$ cat config.mk
export PLATFORM = sky130hd
export DESIGN_NAME = mvau_stream_out_buffer
export DESIGN_NICKNAME = d
export VERILOG_FILES = /design/src/rtl/mvau_stream_out_buffer.sv
export SDC_FILE = /design/constraint.sdc
export NUM_CORES = 1
export LEC_CHECK = 0
export CAP_MARGIN = 5
export CORE_ASPECT_RATIO = 1.4
export CORE_MARGIN = 3
export CORE_UTILIZATION = 48
export DETAILED_ROUTE_END_ITERATION = 12
export PLACE_DENSITY = 0.79
export SLEW_MARGIN = 25
export SYNTH_ARGS = -nofsm -noshare
export SYNTH_HDL_FRONTEND = slang
export SYNTH_SLANG_ARGS = --single-unit
$ cat constraint.sdc
create_clock -name aclk -period 4.8 [get_ports aclk]
set_input_delay 1.2 -clock aclk [delete_from_list [all_inputs] [get_ports aclk]]
set_output_delay 1.2 -clock aclk [all_outputs]
set_load 0.02 [all_outputs]
$ cat src/rtl/mvau_stream_out_buffer.sv
`default_nettype none
//------------------------------------------------------------------------------
// Module   : mvau_stream_out_buffer
// Purpose  : Output buffer behind the MVAU PE array/accumulators. Each completed
//            PE-wide accumulation pulse is captured into a small FIFO and
//            presented on a valid/ready stream. wait_rready tells the stream
//            control block that the head word is stalled, so it can halt
//            computation before this buffer overflows.
// Ports    : aclk, areset (sync, active-high)
//            in_v, in_data[PE*TA]      - accumulated word from PE array
//            rready                    - downstream ready
//            out_v, out_data[PE*TA]    - head of FIFO
//            wait_rready               - out_v & ~rready
//            full, count[DEPTH_T+1]    - occupancy status
//            ovf (only with MVAU_OUT_OVF_DET_EN) - sticky dropped-word flag
// Config   : define MVAU_OUT_OVF_DET_EN to add the ovf port and a drop assertion.
// Revision : 1.0 - initial release
//------------------------------------------------------------------------------
module mvau_stream_out_buffer #(
    parameter int PE      = 2,
    parameter int TA      = 16,
    parameter int DEPTH   = 2,
    parameter int DEPTH_T = 1
) (
    input  logic                 aclk,
    input  logic                 areset,
    input  logic                 in_v,
    input  logic [PE*TA-1:0]     in_data,
    input  logic                 rready,
    output logic                 out_v,
    output logic [PE*TA-1:0]     out_data,
    output logic                 wait_rready,
    output logic                 full,
`ifdef MVAU_OUT_OVF_DET_EN
    output logic                 ovf,
`endif
    output logic [DEPTH_T:0]     count
);

    localparam int               c_W     = PE * TA;
    localparam logic [DEPTH_T:0] c_DEPTH = DEPTH[DEPTH_T:0];

    // Storage and pointers; pointers wrap naturally at DEPTH_T bits.
    logic [c_W-1:0]     r_mem_q [DEPTH];
    logic [c_W-1:0]     w_mem_d [DEPTH];
    logic [DEPTH_T-1:0] r_wr_ptr_q, w_wr_ptr_d;
    logic [DEPTH_T-1:0] r_rd_ptr_q, w_rd_ptr_d;
    logic [DEPTH_T:0]   r_count_q,  w_count_d;

    logic w_push;
    logic w_pop;
    logic w_drop;

    // Status outputs come straight from registered occupancy, so out_data
    // has no combinational path from in_data.
    assign out_v       = (r_count_q != '0);
    assign full        = (r_count_q == c_DEPTH);
    assign count       = r_count_q;
    assign out_data    = r_mem_q[r_rd_ptr_q];
    assign wait_rready = out_v & ~rready;

    // A push is allowed into a full FIFO only when the head leaves the same cycle.
    assign w_pop  = out_v & rready;
    assign w_push = in_v & (~full | w_pop);
    assign w_drop = in_v & full & ~w_pop;

    always_comb begin
        w_mem_d    = r_mem_q;
        w_wr_ptr_d = r_wr_ptr_q;
        w_rd_ptr_d = r_rd_ptr_q;
        w_count_d  = r_count_q;
        if (w_push) begin
            w_mem_d[r_wr_ptr_q] = in_data;
            w_wr_ptr_d          = r_wr_ptr_q + 1'b1;
        end
        if (w_pop) begin
            w_rd_ptr_d = r_rd_ptr_q + 1'b1;
        end
        // Push and pop together leave the occupancy unchanged.
        case ({w_push, w_pop})
            2'b10:   w_count_d = r_count_q + 1'b1;
            2'b01:   w_count_d = r_count_q - 1'b1;
            default: w_count_d = r_count_q;
        endcase
    end

    always_ff @(posedge aclk) begin
        if (areset) begin
            r_wr_ptr_q <= '0;
            r_rd_ptr_q <= '0;
            r_count_q  <= '0;
            for (int i = 0; i < DEPTH; i++) begin
                r_mem_q[i] <= '0;
            end
        end else begin
            r_wr_ptr_q <= w_wr_ptr_d;
            r_rd_ptr_q <= w_rd_ptr_d;
            r_count_q  <= w_count_d;
            r_mem_q    <= w_mem_d;
        end
    end

`ifdef MVAU_OUT_OVF_DET_EN
    // Sticky overflow flag: a dropped word means the control block broke
    // its halt contract; only reset clears the evidence.
    logic r_ovf_q, w_ovf_d;

    always_comb begin
        w_ovf_d = r_ovf_q | w_drop;
    end

    always_ff @(posedge aclk) begin
        if (areset) begin
            r_ovf_q <= 1'b0;
        end else begin
            r_ovf_q <= w_ovf_d;
            assert (!w_drop);
        end
    end

    assign ovf = r_ovf_q;
`else
    // Without detection, dropped words are silently discarded.
    logic w_drop_unused;
    assign w_drop_unused = w_drop;
`endif

endmodule
`default_nettype wire

Word level (Yosys, flattened, before mapping)

Cells that the tools add are included.

Add/sub/neg operators: 4
$lt $le $gt $ge: 3
Equal/unequal tests: 3
Muxes and demuxes: 7
Bitwise operators: 8
Reductions and logical operators: 3

Operators by type and width:

| cell                                                        | count |
|---|---|
| two-way mux 32 bit                                          | 4 |
| bitwise mux 64 bit                                          | 1 |
| demux 32 bit (select 1 bit)                                 | 1 |
| == test 2 bit (second input constant)                       | 2 |
| greater-or-equal comparator 2 bit (second input constant)   | 2 |
| NOT 1 -> 2 bit                                              | 2 |
| one-hot mux 2 bit (2 select lines)                          | 1 |
| nonzero test 2 bit                                          | 2 |
| AND 1 bit                                                   | 3 |
| adder 1 bit (second input constant)                         | 2 |
| adder 2 x 1 -> 2 bit (second input constant)                | 1 |
| == test 2 x 1 -> 1 bit (second input constant)              | 1 |
| less-than comparator 2 x 1 -> 1 bit (second input constant) | 1 |
| NOT 1 bit                                                   | 2 |
| subtractor 2 x 1 -> 2 bit (second input constant)           | 1 |
| logical AND 1 bit                                           | 1 |
| OR 1 bit                                                    | 1 |

Register bits after elaboration: 68
Input port bits: 36
Output and inout port bits: 37
Logic and storage cells: 33

Logic depth before layout (Yosys ltp)

Word-level depth: 6
Gate-level depth with buffers: 7

Worst setup path after synthesis

No wires, ideal clock.

Kind: input to output
Start: in rready
End: out wait_rready
Data arrival time: 1,504 ps
Data required time: 3,600 ps
Slack: 2,096 ps
Stages on the path: 1
Path buffers: 0
Cell sequence: nor2b_1

Word-level cells in the longest chain between the ends: 2

RTL lines:

| what               | line | source |
|---|---|---|
| start: declaration | 29   | `input logic rready,` |
| NOT 1 bit          | 60   | `assign wait_rready = out_v & ~rready;` |
| AND 1 bit          | 60   |  |
| end: declaration   | 32   | `output logic wait_rready,` |

Every way passes these cells.

Worst setup path in the final report

Start: reg r_rd_ptr_q
End: out out_data[13]

Word-level cells in the longest chain between the ends: 4

RTL lines:

| what                                                   | line | source |
|---|---|---|
| start: declaration                                     | 47   | `logic [DEPTH_T-1:0] r_rd_ptr_q, w_rd_ptr_d;` |
| start signal: assignment                               | 97   | `r_rd_ptr_q <= w_rd_ptr_d;` |
| NOT 1 -> 2 bit (implied by the code)                   | 59   | `assign out_data = r_mem_q[r_rd_ptr_q];` |
| two-way mux 32 bit (implied by the code) (3 in series) | 59   |  |
| end: declaration                                       | 31   | `output logic [PE*TA-1:0] out_data,` |

Every way passes these cells. The select of a mux whose other input is x is not followed.

==> run metrics <==
TritonCTS clock tree=done; Final period util=76.9%; Worst R2R End=r_wr_ptr_q$_SDFFE_PP0P_; number of CTS-inserted buffers=9; Clock transition at path regs=0.07 ns; flops & latches, synth=68; Synth Cell Area=0.00325 mm2; register area share after synthesis=41.9%; Buffers on Ports=72; post-route ant nets=0; Setup crit start kind=flip-flop; layout cell share with drive strength beyond 1=13.5%; post_cts resized=0; critical path fanouts, max=19; RePlAce Congestion=0.771; Mapped Cells=343; kind of critical path=reg -> out; most common cell after layout, fill and taps aside=clkdlybuf4s50_1; HP Class=reg -> reg; total negative slack=0 ns; post-layout min period=3.69 ns; Avg Inst Size Synth=9.48 um2; GR Util met3=4.06%; CP Data Arrival Time=2.49 ns; diodes inserted=0; status=complete, no violations; setup bufs post-CTS=0; Least-Margin Pin Slew=0.972 ns; Clock Latency Late Sink=0.33 ns; Final Max Tran Viols=0; first-pass GRT wire length=11,900 um; Final setup violation count=0; total track usage=19.8%; dpl ws=1.19 ns; total global routing overflow=0; Final Worst Setup Slack=1.11 ns; initial antenna violation count=0; Initial Util=51.0%; Die Y=103 um; yosys warns=0; relative slew slack=35.2%; chip width=75.6 um; CTS Buffer Depth=2; Max IR drop VDD=0.280 mV; hold path start=r_mem_q[19]$_SDFFE_PP0P_; post-detailed-routing wire length=7190 um; max cap viols=0; Reg2Reg Depth=4; Worst Hold Depth=2; data required time of the worst path=3.60 ns; drt initial violations=122; Max Freq=0.271 GHz; core area=0.00638 mm2; M2 GR Usage=33.7%; r2r setup slk=2.91 ns; Root Buffer=clkbuf_8; Tot Pwr=1.61 mW; drt first pass iters=4; mean routed wirelength per cell=15.0 um; PwrDens=389 mW/mm2; largest net degree at the start of global routing=73; syn_nets=380; most frequent cells in the layout=clkdlybuf4s50_1 (71), dfxtp_1 (68), nand2b_1 (66); dpl hpwl=4710 um; htree depth=3; static leakage=1.55 nW; cts hold-fix bufs=0; Rows=34; Hold Crit Endpoint=r_mem_q[19]$_SDFFE_PP0P_; DRC errors left=0; met1 Use GR=24.1%; I/O pin count=73; RSZ-0062 raised after global routing=false; vias per cell=5.32; number of global-route vias before repair=2,575; vias=2,550; nets=440; die area=0.00781 mm2; count of final hold-check violations=0; R2R Path Start=count[1]$_SDFFE_PP0P_; Yosys cell types=24; Most Crowded Layer GR=met2; clock skew=0.00424 ns; CTS sink cnt=68; CP endpoint kind=output pin; P&R area growth vs syn=27.1%
-- cells in the mapped netlist --
cell | instances | share of area (%)
clkbuf_1 | 23 | 2.7
mux2i_1 | 32 | 9.9
and3_4 | 1 | 0.35
nand3_1 | 1 | 0.15
o21ai_1 | 3 | 0.46
mux2_2 | 32 | 11
buf_1 | 1 | 0.12
nor3b_1 | 1 | 0.23
or3_1 | 1 | 0.19
xnor2_1 | 2 | 0.54
a21oi_1 | 2 | 0.31
dfxtp_1 | 68 | 42
inv_1 | 1 | 0.12
buf_6 | 4 | 1.4
o21a_1 | 1 | 0.23
nor2_1 | 2 | 0.23
or3b_4 | 1 | 0.35
o21ai_0 | 63 | 9.7
xor2_1 | 1 | 0.27
or2_2 | 1 | 0.19
ha_1 | 1 | 0.38
nand2b_1 | 66 | 13
nor2b_1 | 34 | 6.5
nand2_1 | 1 | 0.12
-- critical path, stage by stage, from the launching register on --
cell	delay [ns]
dfxtp_1	0.82
buf_4	0.41
mux2_2	0.38
clkdlybuf4s50_1	0.54
-- cell families after synthesis --
| kind of cell | count (synthesis) | share of synthesized area, % |
|---|---|---|
| XOR/XNOR | 3 | 0.808 |
| AO/OA/AOI/OAI | 69 | 10.7 |
| adder cells (fa/ha/maj) | 1 | 0.385 |
| AND/OR/NAND/NOR | 109 | 21.0 |
| multiplexers | 64 | 20.9 |
| flip-flops | 68 | 41.9 |
| buffers and inverters | 29 | 4.27 |
-- routing by layer --
layer,part of all wire [%],wire length (um)
met5,0,0
met4,1.8,130
met3,3.0,213
met2,51,3670
met1,44,3170
-- power by group --
group          leakage, nW  internal [mW]  switching [mW]
clock network       0.0893          0.212           0.194
registers            0.556          0.620          0.0586
logic                0.905          0.274           0.250
total                 1.55           1.11           0.503
-- flip-flops by register name (all words and copies together), names as in the netlist --
name / flops
r_mem_q: 64
r_wr_ptr_q: 1
count: 2
r_rd_ptr_q: 1
-- cell type report --
type                    instances  area, um2
inverters                       1       3.75
clock inverters                 2       10.0
fillers                       543       2250
flip-flops and latches         68       1360
multi-input cells             246       1760
clock buffers                  13        159
repair buffers                 77        753
well taps                      72       90.1
-- worst max path at each step --
stage                                  startpoint            to  cells past startpoint
after floorplan                            rready   wait_rready                      1
after global placement                     rready   wait_rready                      3
after detailed placement                   rready   wait_rready                      3
after CTS                 r_rd_ptr_q$_SDFFE_PP0P_  out_data[13]                      3
after global routing      r_rd_ptr_q$_SDFFE_PP0P_  out_data[17]                      3
final                     r_rd_ptr_q$_SDFFE_PP0P_  out_data[13]                      3
-- metrics by stage --
step	area (um2)	hold WS [ns]	instances	utilization [%]
2_1_floorplan	3250	0.445	343	-
3_3_place_gp	3970	0.455	464	62.1
3_5_place_dp	3970	0.457	464	62.1
6_report	4130	0.472	479	64.8
5_1_grt	4130	0.493	479	64.8
4_1_cts	4130	0.475	479	64.8
No activity file was read; power rests on OpenSTA's default activity.
